<file path="src/rtl/edge_detect_mc_if.sv">
// Channel bundle for edge_detect_mc: raw inputs and controls in, debounced levels and events out.
interface edge_detect_mc_if #(
  parameter int N      = 8,
  parameter int FILT_W = 4
);
  logic [N-1:0]      din;
  logic [2*N-1:0]    mode;
  logic [FILT_W-1:0] filt_len;
  logic [N-1:0]      clr;
  logic [N-1:0]      level;
  logic [N-1:0]      pulse;
  logic [N-1:0]      sticky;
  logic              irq;

  modport master (
    output din, mode, filt_len, clr,
    input  level, pulse, sticky, irq
  );

  modport slave (
    input  din, mode, filt_len, clr,
    output level, pulse, sticky, irq
  );
endinterface

</file>
<file path="src/rtl/edge_detect_mc.sv">
// Multi-channel glitch-filtered edge detector with per-channel mode, sticky flags and irq.
// Optional EDGE_SYNC_EN adds a 2-flop input synchronizer per channel ahead of the filter.
module edge_detect_mc #(
  parameter int N      = 8,
  parameter int FILT_W = 4
) (
  input  logic             clk,
  input  logic             rstn,
  edge_detect_mc_if.slave  bus
);

  typedef enum logic {ST_INIT = 1'b0, ST_RUN = 1'b1} state_t;

  state_t      r_state;
  state_t      w_state_nxt;
  logic        w_run;
  logic [N-1:0] w_s;
  logic [N-1:0] w_level;
  logic [N-1:0] w_pulse;
  logic [N-1:0] w_sticky;

  always_ff @(posedge clk) begin
    if (!rstn) r_state <= ST_INIT;
    else       r_state <= w_state_nxt;
  end

  always_comb begin
    w_state_nxt = r_state;
    if (r_state == ST_INIT) w_state_nxt = ST_RUN;
  end

  always_comb begin
    w_run = (r_state == ST_RUN);
  end

`ifdef EDGE_SYNC_EN
  logic [N-1:0] r_sync1;
  logic [N-1:0] r_sync2;

  always_ff @(posedge clk) begin
    if (!rstn) begin
      r_sync1 <= '0;
      r_sync2 <= '0;
    end else begin
      r_sync1 <= bus.din;
      r_sync2 <= r_sync1;
    end
  end

  assign w_s = r_sync2;
`else
  assign w_s = bus.din;
`endif

  for (genvar g = 0; g < N; g++) begin : g_lane
    edge_detect_mc_lane #(.FILT_W(FILT_W)) u_lane (
      .clk        (clk),
      .rstn       (rstn),
      .i_run      (w_run),
      .i_s        (w_s[g]),
      .i_mode     (bus.mode[2*g +: 2]),
      .i_filt_len (bus.filt_len),
      .i_clr      (bus.clr[g]),
      .o_level    (w_level[g]),
      .o_pulse    (w_pulse[g]),
      .o_sticky   (w_sticky[g])
    );
  end

  assign bus.level  = w_level;
  assign bus.pulse  = w_pulse;
  assign bus.sticky = w_sticky;
  assign bus.irq    = |w_sticky;

endmodule

// One channel: debounce counter, change capture, mode qualify, pulse and sticky flag.
module edge_detect_mc_lane #(
  parameter int FILT_W = 4
) (
  input  logic              clk,
  input  logic              rstn,
  input  logic              i_run,
  input  logic              i_s,
  input  logic [1:0]        i_mode,
  input  logic [FILT_W-1:0] i_filt_len,
  input  logic              i_clr,
  output logic              o_level,
  output logic              o_pulse,
  output logic              o_sticky
);

  logic              r_level;
  logic [FILT_W-1:0] r_cnt;
  logic              r_chg;
  logic              r_dir;
  logic              r_pulse;
  logic              r_sticky;
  logic              w_accept;
  logic              w_qual;

  // Count only grows while below filt_len, so >= also covers a shrunk filt_len.
  assign w_accept = i_run && (i_s != r_level) && (r_cnt >= i_filt_len);

  // Direction is captured with the change so back-to-back changes qualify correctly.
  always_comb begin
    w_qual = 1'b0;
    case (i_mode)
      2'b01:   w_qual = r_dir;
      2'b10:   w_qual = ~r_dir;
      2'b11:   w_qual = 1'b1;
      default: w_qual = 1'b0;
    endcase
    w_qual = w_qual & r_chg;
  end

  always_ff @(posedge clk) begin
    if (!rstn) begin
      r_level  <= 1'b0;
      r_cnt    <= '0;
      r_chg    <= 1'b0;
      r_dir    <= 1'b0;
      r_pulse  <= 1'b0;
      r_sticky <= 1'b0;
    end else begin
      r_chg    <= w_accept;
      r_pulse  <= w_qual;
      r_sticky <= w_qual | (r_sticky & ~i_clr);
      if (w_accept) r_dir <= i_s;
      if (!i_run) begin
        r_level <= i_s;
        r_cnt   <= '0;
      end else if (i_s == r_level) begin
        r_cnt   <= '0;
      end else if (w_accept) begin
        r_level <= i_s;
        r_cnt   <= '0;
      end else begin
        r_cnt   <= r_cnt + 1'b1;
      end
    end
  end

  assign o_level  = r_level;
  assign o_pulse  = r_pulse;
  assign o_sticky = r_sticky;

endmodule
</file>
<file path="src/flat_wrapper.sv">
// flat-port wrapper written by rule: the top's interface ports become plain ports
module edge_detect_mc_flat 
#(
  parameter int N      = 8,
  parameter int FILT_W = 4
)
  (clk, rstn, bus_din, bus_mode, bus_filt_len, bus_clr, bus_level, bus_pulse, bus_sticky, bus_irq);
  edge_detect_mc_if #(.N(N), .FILT_W(FILT_W)) bus_i ();
  input  logic clk;
  input  logic rstn;
  input wire logic [$bits(bus_i.din)-1:0] bus_din;
  input wire logic [$bits(bus_i.mode)-1:0] bus_mode;
  input wire logic [$bits(bus_i.filt_len)-1:0] bus_filt_len;
  input wire logic [$bits(bus_i.clr)-1:0] bus_clr;
  output wire logic [$bits(bus_i.level)-1:0] bus_level;
  output wire logic [$bits(bus_i.pulse)-1:0] bus_pulse;
  output wire logic [$bits(bus_i.sticky)-1:0] bus_sticky;
  output wire logic [$bits(bus_i.irq)-1:0] bus_irq;
  assign bus_i.din = bus_din;
  assign bus_i.mode = bus_mode;
  assign bus_i.filt_len = bus_filt_len;
  assign bus_i.clr = bus_clr;
  assign bus_level = bus_i.level;
  assign bus_pulse = bus_i.pulse;
  assign bus_sticky = bus_i.sticky;
  assign bus_irq = bus_i.irq;
  edge_detect_mc #(.N(N), .FILT_W(FILT_W)) u_core (.clk(clk), .rstn(rstn), .bus(bus_i));
endmodule
</file>
<file path="config.mk">
export PLATFORM = sky130hd
export DESIGN_NAME = edge_detect_mc_flat
export DESIGN_NICKNAME = d
export VERILOG_FILES = /design/src/rtl/edge_detect_mc_if.sv /design/src/rtl/edge_detect_mc.sv /design/src/flat_wrapper.sv
export SDC_FILE = /design/constraint.sdc
export NUM_CORES = 1
export LEC_CHECK = 0
export CELL_PAD_IN_SITES_DETAIL_PLACEMENT = 1
export CELL_PAD_IN_SITES_GLOBAL_PLACEMENT = 1
export CORE_MARGIN = 2
export CORE_UTILIZATION = 37
export DETAILED_ROUTE_END_ITERATION = 8
export HOLD_SLACK_MARGIN = 0.12
export PLACE_DENSITY = 0.79
export SYNTH_ARGS = -nofsm -noshare
export SYNTH_HDL_FRONTEND = slang
export SYNTH_SLANG_ARGS = --single-unit
</file>
<file path="constraint.sdc">
create_clock -name clk -period 1.71 [get_ports clk]
set_clock_uncertainty 0.2 [all_clocks]
set_input_delay 0.171 -clock clk [delete_from_list [all_inputs] [get_ports clk]]
set_output_delay 0.171 -clock clk [all_outputs]
set_load 0.02 [all_outputs]
</file>
== Word-level counts from Yosys, hierarchy flattened ==
Index checks and enable logic that the tools add are counted.

* Add/subtract/negate cells: 8
* Bitwise logic cells: 42
* $mul: 0
* Equality and inequality tests: 56
* Reduce and logical (&&, ||, !) cells: 33
* Divide/modulo/power cells: 0
* Mux-type cells: 33
* Order comparisons: 8
* Shift-type cells: 0

{| class="wikitable"
|+ Operators with widths
! cell !! count
|-
| adder 4 x 1 -> 4 bit, second input constant || 8
|-
| == test 2 bit, second input constant || 16
|-
| >= comparator 4 bit || 8
|-
| != test 2 bit, second input constant || 16
|-
| OR reduction 4 bit || 8
|-
| two-way mux 1 bit || 25
|-
| one-hot mux 1 bit (3 select lines) || 8
|-
| inverter 1 bit || 18
|-
| AND 1 bit || 16
|-
| == test 2 x 1 -> 1 bit, second input constant || 8
|-
| logical AND 1 bit || 16
|-
| AND reduction 2 bit || 8
|-
| == test 1 bit || 8
|-
| != test 1 bit || 8
|-
| OR 1 bit || 8
|-
| OR reduction 8 bit || 1
|}

* RAM bits: 0
* Memories: 0
* Bits in latches: 0
* Output and inout bits: 25
* Register bits: 73
* ROM bits: 0

== Depth between registers and ports, before layout ==
Gate-level depths: netlist (run 1).

* Depth after elaboration: 6
* Mapped depth: 6

== By module ==
A second synthesis (run 1) with hierarchy kept.

* Cell total of the unflattened synthesis: 396
* Area total of the unflattened synthesis: 3749.8 um^2

{| class="wikitable"
|+ Modules (own cells, without submodules)
! module !! cells an instance !! area an instance (um^2) !! times used
|-
| edge_detect_mc_lane || 49 || 464.2 || 8
|-
| edge_detect_mc || 4 || 36.3 || 1
|}

== Worst setup path before layout (run 1) ==
No wires, ideal clock.

* Kind: flip-flop to flip-flop
* Start: register u_core.g_lane[1].u_lane.r_cnt[0]
* End: register u_core.g_lane[1].u_lane.r_level
* Stages on the path, launching flop included: 7
* Setup time: 0.124 ns
* Arrival time: 1.438 ns
* Path slack: -0.052 ns
* Path through: dfxtp_1 > inv_1 > ha_1 > nand2b_4 > a2111oi_4 > o21ai_0 > mux2i_1

* Cells in the longest elaborated chain, start to end: 4

{| class="wikitable"
|+ RTL lines
! what !! line !! text
|-
| from (decl) || edge_detect_mc.sv:94 || <nowiki>logic [FILT_W-1:0] r_cnt;</nowiki>
|-
| from (signal assigned) || edge_detect_mc.sv:139 || <nowiki>r_cnt <= r_cnt + 1'b1;</nowiki>
|-
| >= comparator 4 bit || edge_detect_mc.sv:103 || <nowiki>assign w_accept = i_run && (i_s != r_level) && (r_cnt >= i_filt_len);</nowiki>
|-
| logical AND 1 bit || edge_detect_mc.sv:103 ||
|-
| != test 2 bit (no line) || -- ||
|-
| AND reduction 2 bit (no line) || -- ||
|-
| to (signal assigned) || edge_detect_mc.sv:131 || <nowiki>r_level <= i_s;</nowiki>
|-
| to (signal assigned) || edge_detect_mc.sv:136 || <nowiki>r_level <= i_s;</nowiki>
|-
| to (decl) || edge_detect_mc.sv:93 || <nowiki>logic r_level;</nowiki>
|}

No other way between the ends.
A chain may end at the register's enable or synchronous reset.

== Worst setup path after layout (run 1) ==
* Start: register u_core.g_lane[1].u_lane.r_cnt[0]
* End: register u_core.g_lane[1].u_lane.r_cnt[3]

* Cells in the longest elaborated chain, start to end: 3
* Elaborated cells on any way between the ends: 4
* Those cells by class: add/sub: 1; order compare: 1; reduce/logical: 2

{| class="wikitable"
|+ RTL lines
! what !! line
|-
| >= comparator 4 bit || edge_detect_mc.sv:103
|-
| logical AND 1 bit || edge_detect_mc.sv:103
|-
| OR reduction 4 bit (no line) || --
|}

Several ways; a longest one is shown, not always the timed one.

==> results of run 1 <==
metal layers:
| metal | up-vias | wire [um] | GRT usage, % |
|---|---|---|---|
| met5 | - | 0 | 0 |
| met4 | 0 | 253 | 5.26 |
| met3 | 24 | 358 | 4.23 |
| met2 | 64 | 6750 | 42.1 |
| met1 | 1578 | 4610 | 22.2 |
| li1 | 1527 | - | - |
placed cells by master (no fill, tap or decap), drive strengths merged, types with 9 or more instances in the layout:
master,netlist,layout
o21ai,16,16
nand2,50,50
inv,11,9
nor2,48,48
buf,30,38
clkbuf,3,11
xnor2,16,16
nor4,10,10
ha,40,40
mux2i,16,16
o22ai,16,16
dfxtp,73,73
clkdlybuf4s50,0,40
dlygate4sd2,0,18
timing repair:
action                     in CTS  in global routing
hold buffers                    1                  0
pin swaps                      46                 37
hold endpoints to repair        7                  0
setup endpoints to repair      72                 58
resized for setup              98                 38
buffers inserted                4                  9
cloned                          0                  0
layout make-up:
type / instances / area, um^2
clock inverters: 5 / 125
repair buffers: 99 / 906
fillers: 1110 / 4710
flip-flops and latches: 73 / 1470
multi-input cells: 284 / 2650
well taps: 136 / 170
clock buffers: 11 / 151
inverters: 11 / 48.8
worst max-delay path, cell delays in order (launching register included):
cell       delay (ns)
dfxtp_2          0.35
inv_2            0.05
ha_4             0.20
nand2b_4         0.14
a2111oi_4        0.41
buf_4            0.20
o21ai_4          0.07
nor2_2           0.16
through the flow:
| stage | std cells | power (uW) | instance area (um^2) | setup slack, ns |
|---|---|---|---|---|
| after floorplan | 401 | 2160 | 3870 | 0.0201 |
| after global placement | 589 | 2350 | 4620 | -0.526 |
| after detailed placement | 589 | 2370 | 4620 | -0.591 |
| after CTS | 610 | 4310 | 5300 | -0.112 |
| after global routing | 619 | 4560 | 5520 | -0.210 |
| final | 619 | 4390 | 5520 | -0.130 |
worst max path at each step:
stage | start | end | slack (ns) | depth (start not counted)
floorplan | u_core.g_lane[1].u_lane.r_cnt[0] | u_core.g_lane[1].u_lane.r_cnt[1] | 0.02 | 6
global placement | bus_filt_len[1] | u_core.g_lane[5].u_lane.r_cnt[3] | -0.53 | 7
detailed placement | bus_filt_len[1] | u_core.g_lane[5].u_lane.r_cnt[2] | -0.59 | 7
CTS | u_core.g_lane[1].u_lane.r_cnt[0] | u_core.g_lane[1].u_lane.r_cnt[3] | -0.11 | 7
global route | u_core.g_lane[1].u_lane.r_cnt[0] | u_core.g_lane[1].u_lane.r_cnt[3] | -0.21 | 7
finish | u_core.g_lane[1].u_lane.r_cnt[0] | u_core.g_lane[1].u_lane.r_cnt[3] | -0.13 | 7
sequential cells by signal (all words and copies together) (netlist names):
name,count
u_core.g_lane.u_lane.r_dir,8
u_core.g_lane.u_lane.r_cnt,32
u_core.r_state,1
u_core.g_lane.u_lane.r_chg,8
u_core.g_lane.u_lane.o_level,8
u_core.g_lane.u_lane.o_pulse,8
u_core.g_lane.u_lane.o_sticky,8
power by group:
group          switching, uW  internal, uW
Clock                    695          1190
Sequential              36.6          1740
Combinational            356           376
cells by family after synthesis:
logic type | count (synthesis) | synth area share, %
buffers and inverters | 44 | 6.86
flip-flops | 73 | 38.0
AO/OA/AOI/OAI | 48 | 12.0
multiplexers | 16 | 4.16
AND/OR/NAND/NOR | 156 | 20.6
XOR/XNOR | 24 | 5.46
adder cells (fa/ha/maj) | 40 | 13.0
==> results_dict.tcl, run 1 <==
set metrics [dict create \
    status "complete, but fails checks" \
    violations "setup timing" \
    clock_sinks 73 \
    hold_class "in2reg" \
    core_um2 10200 \
    fin_tns_setup_ns -1.34 \
    cts_tree "done" \
    p_per_area_nw_per_um2 796 \
    routed_wl_um 12000 \
    grt_max_degree 32 \
    drt_pre_antenna_iters 6 \
    reg2reg_depth 7 \
    synth_top_area_share_pct 38.0 \
    vias 3193 \
    rows 37 \
    path_clk_slew_ns 0.08 \
    synth.most_common_cell "dfxtp_1" \
    area_growth_pct 43.5 \
    hpwlAfterDp_um 7170 \
    drtAntennaViolNets 0 \
    max-cap-violations 0 \
    wl_per_cell_um 19.3 \
    grt_util_all_layers_pct 21.1 \
    fin_crit_sh_pct 108 \
    die_area_um2 11200 \
    worst_pin_slew_ns 0.503 \
    htree_levels 3 \
    drc 0 \
    synthTopCellsByArea "dfxtp_1 (38%), ha_1 (13%), a2111oi_4 (5.7%), nand2_1 (4.8%), buf_4 (4.7%)" \
    required_ns 1.81 \
    synth_nets 479 \
    holdWs_ns 0.148 \
    peakVddDrop_uv 336 \
    clk_latency_ns 0.36 \
    cp-start-kind "flop" \
    synthFlopType "dfxtp_1" \
    worstReg2RegStart "u_core.g_lane[1].u_lane.r_cnt[0]" \
    syn_area_per_cell_um2 9.60 \
    rsz0062_at_grt "true" \
    antenna_found_initial 0 \
    min_period_ns 1.84 \
    initial_core_util_pct 37.6 \
    hold_end "u_core.g_lane[5].u_lane.o_sticky" \
    grt_pass1_vias 3579 \
    synth_edf_count 0 \
    overflow 0 \
    routed_via_density 5.16 \
    syn-cell-area_um2 3850 \
    yosysSeqAreaShare_pct 38.0 \
    ys_ff_latch 73 \
    antenna_cells 0 \
    postLayoutSetupSlackWorst_ns -0.130 \
    end_kind "flop" \
    nets 556 \
    grt_pass1_wl_um 18300 \
    leakagePower_uw 0.00215 \
    worstPathMaxFanout 4 \
    slew_headroom_pct 66.4 \
    synth_common_cells "dfxtp_1 (73), nand2_1 (49), nor2_1 (48)" \
    root_buffer "clkbuf_8" \
    dieWidth_um 106 \
    timing.rr.end "u_core.g_lane[1].u_lane.r_cnt[3]" \
    post-route-util_pct 54.0 \
    drive_gt1_share_pct 35.0 \
    hold_viol 0 \
    gp_congestion 0.792 \
    fp.dieH_um 106 \
    synth_top_area_cell "dfxtp_1" \
    setup_viol 33 \
    numCtsBuffers 9 \
    cts.path.max_buffers 2 \
    ys_warn_count 0 \
    reg2reg_setup_slack_ns -0.13 \
    slew_violations 0 \
    port_buffers 62 \
    crit_arrival_ns 1.94 \
    yosysUniqueCellTypes 24 \
    timing.fmax_ghz 0.544 \
    drt_iter0_drc 70 \
    crit_type "reg2reg" \
    hold_start "bus_clr[5]" \
    min_path_cells 2 \
    synthCells 401 \
    num_io_pins 63 \
    async_flop_share_pct 0 \
]
Note: power is estimated with default switching activity, not from simulation.
==> inputs of run 2 (changes only) <==
--- a/config.mk
+++ b/config.mk
@@ -5,13 +5,15 @@
 export SDC_FILE = /design/constraint.sdc
 export NUM_CORES = 1
 export LEC_CHECK = 0
+export CAP_MARGIN = 40
 export CELL_PAD_IN_SITES_DETAIL_PLACEMENT = 1
 export CELL_PAD_IN_SITES_GLOBAL_PLACEMENT = 1
 export CORE_MARGIN = 2
 export CORE_UTILIZATION = 37
 export DETAILED_ROUTE_END_ITERATION = 8
 export HOLD_SLACK_MARGIN = 0.12
-export PLACE_DENSITY = 0.79
+export PLACE_DENSITY_LB_ADDON = 0.3
 export SYNTH_ARGS = -nofsm -noshare
 export SYNTH_HDL_FRONTEND = slang
+export SYNTH_HIERARCHICAL = 1
 export SYNTH_SLANG_ARGS = --single-unit
==> run 2 against run 1 <==
  * The run still ends with setup timing left
  * Final cell count grew 3.9%
  * Clock power shrank 19%
  * Global-route usage shrank 2.7 points
  * Worst setup slack gained 0.064 ns
  * Die area shrank 2.5%
  * Sequential share of layout area is essentially flat
==> results_dict.tcl, run 2 <==
set metrics [dict create \
    gp_congestion 0.764 \
    p_per_area_nw_per_um2 726 \
    hpwlAfterDp_um 6550 \
    hold_class "reg2reg" \
    status "complete, but fails checks" \
    peakVddDrop_uv 410 \
    setup_viol 14 \
    crit_type "reg2reg" \
    grt_max_degree 51 \
    numCtsBuffers 9 \
    placed_cells 620 \
    regMostFlops "u_core/g_lane.u_lane/r_cnt" \
    synth_top_area_share_pct 39.0 \
    fp.dieH_um 105 \
    worst_pin_slew_ns 0.411 \
    synth_edf_count 0 \
    area_growth_pct 47.5 \
    synth_nets 474 \
    power_frac_clock_pct 38.2 \
    wl_per_cell_um 15.7 \
    slew_headroom_pct 72.6 \
    routed_via_density 4.98 \
    end_kind "flop" \
    ys_warn_count 6 \
    dp_slack_ns -0.541 \
    synthCells 396 \
    p_sw_uw 1050 \
    port_buffers 62 \
    num_io_pins 63 \
    vias 3202 \
    rows 36 \
    rsz0062_at_grt "true" \
    nets 584 \
    worstPathMaxFanout 4 \
    yosysSeqAreaShare_pct 39.0 \
    path_clk_slew_ns 0.08 \
    swShare_pct 26.1 \
    postLayoutSetupSlackWorst_ns -0.0661 \
    syn-cell-area_um2 3750 \
    layout.cells.non_filler 643 \
    drtAntennaViolNets 0 \
    final_common_cell "dfxtp_1" \
    violations "setup timing" \
    root_buffer "clkbuf_8" \
    die_area_um2 11000 \
    drt_pre_antenna_iters 4 \
    seqPwrFrac_pct 44.1 \
    layout_common_cells "dfxtp_1 (63), nand2_1 (41), nor2_1 (40), clkdlybuf4s50_1 (39), inv_1 (32)" \
    initial_core_util_pct 38.2 \
    combPwrFrac_pct 17.7 \
    power.internal_uw 2970 \
    fin_area_um2 5530 \
    leakagePower_uw 0.00230 \
    synth_top_area_cell "dfxtp_1" \
    clock_sinks 73 \
    synthFlopType "dfxtp_1" \
    async_flop_share_pct 0 \
    fin_tns_setup_ns -0.267 \
    min_period_ns 1.78 \
    max-cap-violations 0 \
    grt_pass1_vias 3340 \
    clk_latency_ns 0.35 \
    ys_ff_latch 73 \
    syn_area_per_cell_um2 9.47 \
    cp-start-kind "flop" \
    timing.fmax_ghz 0.563 \
    synthTopCellsByArea "dfxtp_1 (39%), ha_1 (13%), a2111oi_4 (5.9%), nor2_1 (5.6%), mux2i_1 (4.3%)" \
    htree_levels 3 \
    crit_arrival_ns 1.81 \
    slew_violations 0 \
    grt_util_all_layers_pct 18.4 \
    grt_pass1_wl_um 16200 \
    largest_register_ffs 32 \
    antenna_found_initial 0 \
    dieWidth_um 105 \
    required_ns 1.75 \
    drive_gt1_share_pct 30.2 \
    drt_iter0_drc 53 \
    cts.path.max_buffers 2 \
    fin_crit_sh_pct 104 \
    synth_common_cells "dfxtp_1 (73), nor2_1 (56), nand2_1 (41)" \
    overflow 0 \
    post-route-util_pct 56.3 \
    yosysUniqueCellTypes 20 \
    hold_viol 0 \
    antenna_cells 0 \
    placedInstanceArea_um2 4800 \
    synth.most_common_cell "dfxtp_1" \
    cts_tree "done" \
    core_um2 9820 \
    routed_wl_um 10100 \
    drc 0 \
]
==> run 2: cell families (layout without fill, tap and decap cells) <==
family	after synthesis	count (layout)	share of synthesized area [%]
AND/OR/NAND/NOR	155	155	21.3
adder cells (fa/ha/maj)	40	40	13.3
multiplexers	16	16	4.27
flip-flops	73	73	39.0
AO/OA/AOI/OAI	48	48	12.5
buffers and inverters	40	154	4.00
XOR/XNOR	24	24	5.61
==> run 2: layout make-up <==
type / count / area, um^2
clock buffers: 10 / 138
clock inverters: 5 / 80.1
fillers: 1093 / 4290
inverters: 40 / 150
multi-input cells: 283 / 2580
flip-flops and latches: 73 / 1470
well taps: 133 / 166
repair buffers: 99 / 947
==> run 2: routing by layer <==
metal	track usage, %	routed length, um	up-vias
met5	0	0	-
met4	5.71	149	0
met3	4.24	387	12
met2	32.1	5230	70
met1	22.4	4320	1548
li1	-	-	1572
==> run 2: worst paths after layout <==
kind / start / endpoint / slack [ns] / cells past startpoint
max: u_core/g_lane[5].u_lane/r_cnt[0] / u_core/g_lane[5].u_lane/o_level / -0.07 / 7
min: u_core/g_lane[0].u_lane/r_chg / u_core/g_lane[0].u_lane/o_pulse / 0.24 / 2
max reg2reg: u_core/g_lane[5].u_lane/r_cnt[0] / u_core/g_lane[5].u_lane/o_level / -0.07 / 7
min reg2reg: u_core/g_lane[0].u_lane/r_chg / u_core/g_lane[0].u_lane/o_pulse / 0.24 / 2
==> run 2: per-stage QoR <==
step | hold slack [ns] | power, uW
after floorplan | -0.00128 | 2120
after detailed placement | 0.233 | 2400
after global placement | 0.227 | 2370
after CTS | 0.244 | 3990
after global routing | 0.269 | 4180
final | 0.241 | 4020
==> run 2: power groups by stage <==
stage / Clock, uW / Combinational (uW) / Sequential (uW)
floorplan: 0 / 290 / 1830
global placement: 0 / 569 / 1800
detailed placement: 0 / 591 / 1810
CTS: 1560 / 659 / 1770
global route: 1630 / 775 / 1780
finish: 1530 / 712 / 1770
==> run 2: critical path, cell delays in order, from the launching register on <==
cell	delay, ns
dfxtp_2	0.34
inv_2	0.04
ha_4	0.22
nand2b_4	0.14
a2111oi_4	0.37
buf_4	0.18
o21ai_2	0.06
mux2i_1	0.12
==> run 2: timing repair <==
action / in CTS / in global routing
endpoints found under the hold margin: 14 / 0
pin swaps: 41 / 32
buffers inserted: 2 / 5
hold buffers: 1 / 0
endpoints found under the setup margin: 71 / 60
gates resized for setup: 80 / 40
==> inputs of run 3 (changes only) <==
--- a/config.mk
+++ b/config.mk
@@ -8,7 +8,6 @@
 export CAP_MARGIN = 40
 export CELL_PAD_IN_SITES_DETAIL_PLACEMENT = 1
 export CELL_PAD_IN_SITES_GLOBAL_PLACEMENT = 1
-export CORE_MARGIN = 2
 export CORE_UTILIZATION = 37
 export DETAILED_ROUTE_END_ITERATION = 8
 export HOLD_SLACK_MARGIN = 0.12
==> run 3 against run 2 <==
  * The run still ends with setup timing left
  * Final area down 2.6%
  * Count of clock-buffer cells in the layout up 2
  * Clock power decreased by 9%
  * Core utilization is 1.4 points lower
  * Combinational power down 6.0%
  * First-iteration DRC count decreased by 32%
  * Non-clock buffer count decreased by 3
  * Power fell by 4.8%
  * Largest cell class unchanged
  * Wire length is 6.2% lower
  * Sequential power hardly changed
  * Highest routed layer unchanged
==> results_dict.tcl, run 3 (synthesis results as in run 2) <==
set metrics [dict create \
    status "complete, but fails checks" \
    violations "setup timing" \
    drt_pre_antenna_iters 4 \
    vias 3123 \
    clock_sinks 73 \
    postLayoutSetupSlackWorst_ns -0.0528 \
    drive_gt1_share_pct 27.2 \
    layout.cells.non_filler 640 \
    cts.path.max_buffers 2 \
    fillers 1135 \
    regMostFlops "u_core/g_lane.u_lane/r_cnt" \
    swShare_pct 25.8 \
    cp_num_buf_inv 1 \
    root_buffer "clkbuf_8" \
    drt_iter0_drc 36 \
    cts_tree "done" \
    p_per_area_nw_per_um2 709 \
    seqPwrFrac_pct 46.2 \
    setup.worst_path.start "u_core/g_lane[0].u_lane/r_cnt[0]" \
    hpwlAfterDp_um 6410 \
    grt_pass1_wl_um 14600 \
    timing.rr.end "u_core/g_lane[0].u_lane/o_level" \
    seq_area_um2 1480 \
    layout_common_cells "dfxtp_1 (62), nor2_1 (45), nand2_1 (40), clkdlybuf4s50_1 (39), inv_1 (32)" \
    max-cap-violations 0 \
    worstReg2RegStart "u_core/g_lane[0].u_lane/r_cnt[0]" \
    port_buffers 62 \
    peakVddDrop_uv 393 \
    required_ns 1.74 \
    setup_viol 7 \
    holdWs_ns 0.245 \
    dp_slack_ns -0.540 \
    nets 581 \
    antenna_cells 0 \
    antenna_found_initial 0 \
    fin_crit_sh_pct 103 \
    cp-start-kind "flop" \
    dieWidth_um 103 \
    crit_type "reg2reg" \
    wl_per_cell_um 14.8 \
    rsz0062_at_grt "true" \
    crit_arrival_ns 1.80 \
    grt_max_degree 45 \
    timing.fmax_ghz 0.567 \
    clk_latency_ns 0.35 \
    path_clk_slew_ns 0.08 \
    initial_core_util_pct 38.2 \
    slowest_stage "a2111oi_4" \
    endpoint "u_core/g_lane[0].u_lane/o_level" \
    crit_chain "inv_2 > ha_4 > nand2b_4 > a2111oi_4 > o21ai_1 > mux2i_1" \
    slew_violations 0 \
    min_period_ns 1.76 \
    slew_headroom_pct 71.7 \
    reg2reg_setup_slack_ns -0.05 \
    fp.dieH_um 103 \
    routed_via_density 4.88 \
    crit_cells 6 \
    core_um2 9820 \
    power.internal_uw 2840 \
    die_area_um2 10500 \
    leakagePower_uw 0.00232 \
    end_kind "flop" \
    worst_pin_slew_ns 0.425 \
    drc 0 \
    crit_family "compound AO/OA/AOI/OAI gates" \
    worstPathMaxFanout 4 \
    area_growth_pct 43.8 \
    routed_wl_um 9470 \
    placed_cells 619 \
    reg2reg_depth 6 \
    hold_viol 0 \
    slowest_delay_ns 0.42 \
    multi_input_area_um2 2460 \
    num_io_pins 63 \
    power_frac_clock_pct 36.3 \
    numCtsBuffers 9 \
    grt_pass1_vias 3281 \
    p_sw_uw 987 \
    drtAntennaViolNets 0 \
    largest_register_ffs 32 \
    combPwrFrac_pct 17.5 \
    overflow 0 \
    final_common_cell "dfxtp_1" \
    gp_congestion 0.797 \
    post-route-util_pct 54.9 \
    grt_util_all_layers_pct 18.5 \
    htree_levels 3 \
    hold_class "reg2reg" \
    rows 36 \
]
[run 3: cell types whose count changed in the layout (fill, tap and decap cells not counted), moves of 2 or more]
cell | before | now
ha_1 | 18 | 27
nor2_2 | 14 | 6
ha_4 | 17 | 10
nor2_1 | 40 | 45
buf_4 | 31 | 27
nor2_4 | 2 | 5
clkinvlp_4 | 2 | 0
ha_2 | 5 | 3
o21bai_2 | 5 | 7
o21bai_4 | 3 | 1
[run 3: repair_timing]
item                                    CTS  global route
hold buffers                              1             0
cloned                                    0             0
pin swaps                                29            32
resized for setup                        63            44
endpoints found under the setup margin   70            61
hold endpoints to repair                 19             0
buffers inserted                          2             3
[run 3: metrics by stage]
stage          total power [uW]  TNS (ns)  instance area (um^2)
5_1_grt                    4010     -3.14                  5390
4_1_cts                    3820    -0.593                  5180
6_report                   3820    -0.119                  5390
3_5_place_dp               2400    -27.41                  4800
3_3_place_gp               2370    -25.55                  4800
2_1_floorplan              2120         0                  3750
[run 3: worst min path at each step]
stage / to / slack (ns) / start / cells after the start
after floorplan: u_core/r_state / -0.001 / rstn / 0
after global placement: u_core/g_lane[7].u_lane/o_pulse / 0.23 / u_core/g_lane[7].u_lane/r_chg / 2
after detailed placement: u_core/g_lane[6].u_lane/o_pulse / 0.23 / u_core/g_lane[6].u_lane/r_chg / 2
after CTS: u_core/g_lane[6].u_lane/o_sticky / 0.24 / bus_clr[6] / 3
after global routing: u_core/g_lane[4].u_lane/o_sticky / 0.26 / bus_clr[4] / 3
final: u_core/g_lane[1].u_lane/o_pulse / 0.24 / u_core/g_lane[1].u_lane/r_chg / 2
[run 3: power groups by stage]
stage               clock, uW  sequential, uW  combinational [uW]
detailed placement          0            1810                 591
global route             1500            1770                 735
CTS                      1430            1770                 628
global placement            0            1800                 571
finish                   1390            1770                 669
floorplan                   0            1830                 290
[run 3: worst reg2reg max path: cells and delay by family, from the launching register on]
kind            cells  cell delay, ns
buf+inv             1            0.05
compound gates      2            0.57
flops               1            0.34
simple gates        1            0.14
mux                 1            0.13
fa+ha+maj           1            0.22
[run 3: layout make-up]
| cell class | instances | share of cell area (%) |
|---|---|---|
| Multi-Input combinational cell | 283 | 45.7 |
| Sequential cell | 73 | 27.4 |
| Timing Repair Buffer | 96 | 17.4 |
| Tap cell | 133 | 3.09 |
| Clock buffer | 12 | 2.88 |
| Inverter | 40 | 2.78 |
| Clock inverter | 3 | 0.743 |
[run 3: per-layer routing]
metal  up-vias  GRT usage, %  wire length (um)
met3        10          3.12               328
met5         -             0                 0
met1      1490          20.5              4120
li1       1564             -                 -
met4         0          8.24                91
met2        59          34.3              4920
==> variant (flow settings as in run 3) <==
Build with the macro `EDGE_SYNC_EN` defined.
--- a/src/rtl/edge_detect_mc.sv
+++ b/src/rtl/edge_detect_mc.sv
@@ -1,5 +1,7 @@
 // Multi-channel glitch-filtered edge detector with per-channel mode, sticky flags and irq.
 // Optional EDGE_SYNC_EN adds a 2-flop input synchronizer per channel ahead of the filter.
+`define EDGE_SYNC_EN
+
 module edge_detect_mc #(
   parameter int N      = 8,
   parameter int FILT_W = 4
Formal check against the unedited RTL: not equivalent (Yosys sat finds a counterexample within 4 cycles, from zero or initial values and one cycle with rstn low).
==> variant against run 3 <==
The run still ends with setup timing left; sequential share of layout area increased by 3.4 points; highest routed layer unchanged; count of clock-buffer cells in the layout unchanged; sequential cell count increased by 16; sequential power increased by 20%; critical path type is now in2reg; synthesized area increased by 12%; final area increased by 8.1%; critical path depth increased by 2; setup slack improved by 0.0093 ns; total power increased by 15%; via count increased by 6.8%; routed wire length increased by 10%.
==> variant: results (changes against run 3) <==
{| class="wikitable"
! Metric !! Value
|-
| Leakage power total || 0.002431 µW (was 0.002319 µW)
|-
| Main area contributors after synthesis || sky130_fd_sc_hd__dfxtp_1 42%, sky130_fd_sc_hd__ha_1 12%, sky130_fd_sc_hd__a2111oi_4 5.2% (was sky130_fd_sc_hd__dfxtp_1 39%, sky130_fd_sc_hd__ha_1 13%, sky130_fd_sc_hd__a2111oi_4 5.9%)
|-
| Vias in the first global route || 3574 (was 3281)
|-
| Mean number of vias per cell || 4.957 (was 4.880)
|-
| Worst Setup Slack, final || -0.04353 ns (was -0.05284 ns)
|-
| Non-clock buffer share of cell area || 15.57% (was 17.38%)
|-
| Hold_sp || bus_din[2] (was u_core/g_lane[1].u_lane/r_chg)
|-
| Share of post-route cells with drive strength above 1 || 26.64% (was 27.22%)
|-
| Result of the run || finished with violations (unchanged)
|-
| Number of buffers outside the clock class in the layout || 92 (was 96)
|-
| M1 GR Usage || 21.65% (was 20.51%)
|-
| Area occupied by multi-input gates || 2547 µm² (was 2465 µm²)
|-
| Layout fillers || 1226 (was 1135)
|-
| Setup slack, reg-to-reg || -0.03 ns (was -0.05 ns)
|-
| Arrival time at the worst endpoint || 1.77 ns (was 1.80 ns)
|-
| Post-synthesis instance total || 429 (was 396)
|-
| Sequential share of the synthesized area || 42.46% (was 38.97%)
|-
| Last element of the critical path || u_core/g_lane[5].u_lane/r_dir (was u_core/g_lane[0].u_lane/o_level)
|-
| Violations in the final reports || setup timing (unchanged)
|-
| Wire length of the first global-routing pass || 17000 µm (was 14640 µm)
|-
| Adder-cell area share of the yosys netlist || 11.93% (was 13.35%)
|-
| Most common library cells after synthesis || 89 x sky130_fd_sc_hd__dfxtp_1, 56 x sky130_fd_sc_hd__nor2_1, 41 x sky130_fd_sc_hd__nand2_1 (was 73 x sky130_fd_sc_hd__dfxtp_1, 56 x sky130_fd_sc_hd__nor2_1, 41 x sky130_fd_sc_hd__nand2_1)
|-
| Core Footprint || 10940 µm² (was 9819 µm²)
|-
| Clock network contribution to total cell area || 4.316% (was 3.620%)
|-
| Number of vias after detailed routing || 3336 (was 3123)
|-
| Kind of cell adding the most delay to the critical path || buffers and inverters (was compound AO/OA/AOI/OAI gates)
|-
| Final setup violating endpoints || 6 (was 7)
|}
variant: through the flow:
step | setup WS (ns) | utilization, %
after floorplan | 0.02105 | -
after global placement | -0.5195 | 47.22
after detailed placement | -0.5713 | 47.22
after CTS | -0.09302 | 51.93
after global routing | -0.1103 | 53.28
final | -0.04353 | 53.28
variant: timing repair:
item                                   4_1_cts  5_1_grt
pin swaps                                   38       31
gates cloned                                 0        0
buffers inserted                             6        3
hold buffers                                 1        0
gates resized for setup                     75       29
setup endpoints to repair                   70       58
endpoints found under the hold margin        1        0
variant: power groups by stage:
stage | combinational (µW) | sequential (µW) | clock (µW)
CTS | 497 | 2130 | 1820
global route | 568 | 2130 | 1910
detailed placement | 445 | 2170 | 0
global placement | 427 | 2170 | 0
floorplan | 222 | 2180 | 0
finish | 522 | 2130 | 1760
variant: logic make-up after synthesis:
logic type | count (synthesis)
compound gates | 48
buf+inv | 41
xor+xnor | 24
simple gates | 171
fa+ha+maj | 40
mux | 16
flops | 89
